## src/rtl/instr_fetch_unit.sv

```systemverilog
// Instruction fetch unit: requests the word at the current PC, waits for a variable-latency
// response, holds it for the decoder and advances the PC once per consumed instruction.
module instr_fetch_unit #(
  parameter logic [31:0] RESET_INSTR = 32'h00000013
) (
  input  logic        clk,
  input  logic        reset_n,
  input  logic [31:0] pc_in,
  output logic        pc_enable,
  output logic        mem_req_valid,
  input  logic        mem_req_ready,
  output logic [31:0] mem_req_addr,
  input  logic        mem_rsp_valid,
  input  logic [31:0] mem_rsp_data,
  output logic [31:0] instr,
  output logic [31:0] instr_pc,
  output logic        instr_valid,
  input  logic        instr_ready,
  input  logic        flush,
  output logic        misaligned
);

  typedef enum logic [2:0] {
    S_IDLE,
    S_REQ,
    S_WAIT,
    S_HOLD,
    S_DROP
  } state_t;

  state_t      r_state;
  state_t      w_next_state;
  logic        w_aligned;
  logic [31:0] r_instr;
  logic [31:0] r_instr_pc;
  logic        r_misaligned;

  assign w_aligned = (pc_in[1:0] == 2'b00);

  // NOTE: sequential state uses non-blocking assignments so every register samples pre-edge values.
  always_ff @(posedge clk or negedge reset_n) begin
    if (!reset_n) begin
      r_state <= S_IDLE;
    end else begin
      r_state <= w_next_state;
    end
  end

  // NOTE: every always_comb output gets a default first so no path leaves it unassigned (no latch).
  always_comb begin
    w_next_state = r_state;
    unique case (r_state)
      S_IDLE: w_next_state = S_REQ;
      S_REQ: begin
        if (!w_aligned) begin
          w_next_state = S_HOLD;
        end else if (mem_req_ready) begin
          w_next_state = S_WAIT;
        end
      end
      S_WAIT: begin
        // A flush arriving together with the response discards it; nothing is left to drain.
        if (mem_rsp_valid) begin
          w_next_state = flush ? S_REQ : S_HOLD;
        end else if (flush) begin
          w_next_state = S_DROP;
        end
      end
      S_HOLD: begin
        if (flush || instr_ready) begin
          w_next_state = S_REQ;
        end
      end
      S_DROP: begin
        if (mem_rsp_valid) begin
          w_next_state = S_REQ;
        end
      end
      default: w_next_state = S_IDLE;
    endcase
  end

  always_comb begin
    mem_req_valid = 1'b0;
    mem_req_addr  = 32'h0;
    instr_valid   = 1'b0;
    pc_enable     = 1'b0;
    unique case (r_state)
      S_REQ: begin
        if (w_aligned) begin
          mem_req_valid = 1'b1;
          mem_req_addr  = pc_in;
        end
      end
      S_HOLD: begin
        instr_valid = 1'b1;
        pc_enable   = instr_ready & ~flush;
      end
      default: ;
    endcase
  end

  always_ff @(posedge clk or negedge reset_n) begin
    if (!reset_n) begin
      r_instr      <= RESET_INSTR;
      r_instr_pc   <= 32'h0;
      r_misaligned <= 1'b0;
    end else begin
      unique case (r_state)
        S_REQ: begin
          if (!w_aligned) begin
            r_instr      <= RESET_INSTR;
            r_instr_pc   <= pc_in;
            r_misaligned <= 1'b1;
          end else if (mem_req_ready) begin
            r_instr_pc <= pc_in;
          end
        end
        S_WAIT: begin
          if (mem_rsp_valid && !flush) begin
            r_instr      <= mem_rsp_data;
            r_misaligned <= 1'b0;
          end
        end
        default: ;
      endcase
    end
  end

  assign instr      = r_instr;
  assign instr_pc   = r_instr_pc;
  assign misaligned = r_misaligned;

endmodule

```

## config.mk

```make
export PLATFORM = sky130hd
export DESIGN_NAME = instr_fetch_unit
export DESIGN_NICKNAME = d
export VERILOG_FILES = /design/src/rtl/instr_fetch_unit.sv
export SDC_FILE = /design/constraint.sdc
export NUM_CORES = 1
export LEC_CHECK = 0
export BUFFER_PORTS_ARGS = -buffer_cell sky130_fd_sc_hd__buf_2
export CORE_MARGIN = 2
export CORE_UTILIZATION = 48
export CTS_CLUSTER_DIAMETER = 150
export CTS_CLUSTER_SIZE = 30
export DETAILED_ROUTE_END_ITERATION = 12
export PLACE_DENSITY = 0.93
export RECOVER_POWER = 100
export SETUP_SLACK_MARGIN = 0.5
export SLEW_MARGIN = 10
export SYNTH_ARGS = -nofsm -noshare
export SYNTH_HDL_FRONTEND = slang
export SYNTH_SLANG_ARGS = --single-unit
export TNS_END_PERCENT = 30
```

## constraint.sdc

```tcl
create_clock -name clk -period 4.5 [get_ports clk]
set_input_delay 0.9 -clock clk [delete_from_list [all_inputs] [get_ports clk]]
set_output_delay 0.9 -clock clk [all_outputs]
set_load 0.03 [all_outputs]
```

==> metrics.yaml <==
status:
  status: "finished with violations"
  violations: "capacitance limit, slew limit"
worst_setup_path:
  cp_data_arrival_time_ns: 3.60
  r2r_slack_ns: 1.16
  crit_type: "in2reg"
  ff2ff_path_depth: 4
  cp-endpoint: "instr[14]"
  crit_start: "pc_in[0]"
  r2r_end: "instr[14]"
  crit_path_end_kind: "flop"
  critPathMaxFanout: 64
  r2r-start: "r_state[1]"
  startpoint_type: "input pin"
  required_ns: 4.59
detailed_routing:
  wl_met1_um: 2650
  firstDrtPassIters: 4
  via_per_inst: 4.78
  vias: 2489
  dr.max_layer_used: "met4"
  wire_per_inst_um: 13.2
  drt-total-wl_um: 6860
  drc: 0
  wl_met3_um: 566
  ant_nets: 0
  drt_iter0_drc: 93
  met2_length_um: 3480
layout:
  area_growth_pct: 28.9
  drive_above_1_share: 0.330
  post-route-util: 0.650
  n_fill_cell: 527
  n_antenna_cell: 0
  final_nets: 512
  layout_common_cells: "97 x buf_2, 76 x clkbuf_1, 65 x dfrtp_1, 63 x nand2_1, 34 x o21ai_0"
  fin_area_um2: 3890
  layout.cells.most_common: "buf_2"
logic_synthesis:
  yosys.area.top_type: "dfrtp_1"
  synthesis.area_um2: 3020
  ys_ff_latch: 68
  ys_types: 33
  synthSimpleGateAreaFrac: 0.184
  synthAdderAreaFrac: 0
  muxShareOfSynthArea: 0.115
  synth-compound-area-share: 0.0862
  synthXorXnorAreaFrac: 0
  synth_top_family_by_area: "simple AND/OR/NAND/NOR gates"
  synth_top_area_share: 0.539
  avgSynthCellArea_um2: 10.9
  netlist_top_cells_area: "dfrtp_1 54%, mux2_2 11%, nand2_1 7.8%"
  netlist_instances: 277
  yosysSeqAreaShare: 0.565
  ys_warn_count: 0
floorplanning:
  num_io_pins: 170
  initial_core_util: 0.504
  dieWidth_um: 83.3
  rows: 28
  die_h_um: 83.3
  die_area_um2: 6940
  core_area_um2: 5990
placed_design:
  dp.final_hpwl_um: 5250
  io_buffers: 167
  postPlaceCellArea_um2: 3850
  gp_congestion: 0.796
flow_run:
  drv_cap: 3
timing:
  timing.final.crit_share: 0.780
  grt_setup_unrepaired: "no"
  slew_violations: 134
  fin_worst_skew_ns: 0.00839
  fmax_mhz: 285
  finalSetupTns_ns: 0
  setup_viol: 0
  final_hold_viol_count: 0
  min_period_ns: 3.51
  tightest_slew_ns: 2.09
  slew_headroom: -0.396
pwr:
  irDropWorstVdd_mv: 0.535
  p_per_area_nw_per_um2: 738
  p_leak_uw: 0.00184
cts:
  cts_setup_buffers: 0
  clk_pin_slew_ns: 0.07
  clkSinkCount: 68
  cts_resized: 0
  insertion_delay_ns: 0.32
  hold_buffers: 0
  cts_buffer_depth: 2
  cts-root-buf: "clkbuf_8"
  h-tree-depth: 3
  cts_tree: "yes"
  cts_buffers: 9
global_route:
  grt_pass1_wl_um: 11200
  gr-total-overflow: 0
  grt_usage: 0.201
  antenna_found_initial: 0
  grt_max_degree: 65
  grt_pass1_vias: 2396
hold_path:
  hold_path_class: "reg2reg"
==> per-layer routing <==
layer,up-vias,track usage
met4,0,0.0939
li1,1240,-
met5,-,0
met1,1125,0.232
met2,109,0.340
met3,15,0.0626
==> synth_stat cells <==
| cell type | number |
|---|---|
| dfrtp_1 | 65 |
| nand2_1 | 63 |
| o21ai_0 | 31 |
| and2_1 | 30 |
| mux2_2 | 29 |
| buf_6 | 7 |
| nor2_1 | 7 |
| a21oi_1 | 4 |
| buf_4 | 4 |
| buf_2 | 3 |
| clkbuf_1 | 3 |
| dfstp_2 | 3 |
| nor2b_1 | 3 |
| o21ai_1 | 3 |
| a22o_1 | 2 |
| nand2b_1 | 2 |
| nor3_1 | 2 |
| a2111oi_0 | 1 |
| a21o_1 | 1 |
| and3b_1 | 1 |
| and4bb_2 | 1 |
| clkbuf_2 | 1 |
| conb_1 | 1 |
| inv_1 | 1 |
| inv_2 | 1 |
| mux2_1 | 1 |
| mux2i_1 | 1 |
| nor3_4 | 1 |
| nor3b_2 | 1 |
| o211ai_1 | 1 |
| o211ai_4 | 1 |
| o31ai_1 | 1 |
| or4b_4 | 1 |
==> metrics by stage <==
step	setup WS [ns]	std cells	hold WS [ns]	power, uW
2_1_floorplan	1.88	278	0.522	2210
3_3_place_gp	1.83	506	0.458	2520
3_5_place_dp	1.76	506	0.462	2570
4_1_cts	1.54	521	0.473	2970
5_1_grt	0.707	521	0.501	3060
6_report	0.990	521	0.479	2870
==> layout make-up <==
cell class / count / area, um^2 / share of cell area
multi-input combinational: 190 / 1170 / 0.300
tap: 75 / 93.8 / 0.0241
sequential: 68 / 1710 / 0.438
clock buffer: 12 / 135 / 0.0347
timing repair buffer: 171 / 767 / 0.197
clock inverter: 3 / 15.0 / 0.00386
inverter: 2 / 7.51 / 0.00193
==> worst max-delay path, cell delays in order <==
cell and delay (ns):
clkbuf_1 0.12, or4b_4 0.57, o211ai_4 0.10, clkbuf_1 1.51
o21ai_0 0.37
==> cell families after synthesis <==
family	after synthesis
mux	31
other cells	1
simple gates	112
buf+inv	20
flops	68
compound gates	45
==> registers in the layout, summed over array words and instances (netlist names) <==
signal	flops
misaligned	1
instr	32
instr_pc	32
r_state	3
==> power by group <==
| group | internal [uW] | switching [uW] |
|---|---|---|
| combinational | 431 | 1030 |
| clock | 195 | 207 |
| sequential | 869 | 141 |
==> worst min-delay path by stage <==
stage | startpoint | cells past startpoint | endpoint | slack [ns]
floorplan | instr[0] | 2 | instr[0] | 0.52
global placement | instr[19] | 2 | instr[19] | 0.46
detailed placement | instr[0] | 2 | instr[0] | 0.46
CTS | instr[0] | 2 | instr[0] | 0.47
global route | instr[4] | 2 | instr[4] | 0.50
finish | instr[11] | 2 | instr[11] | 0.48
Power figures use the tool's default switching activity.
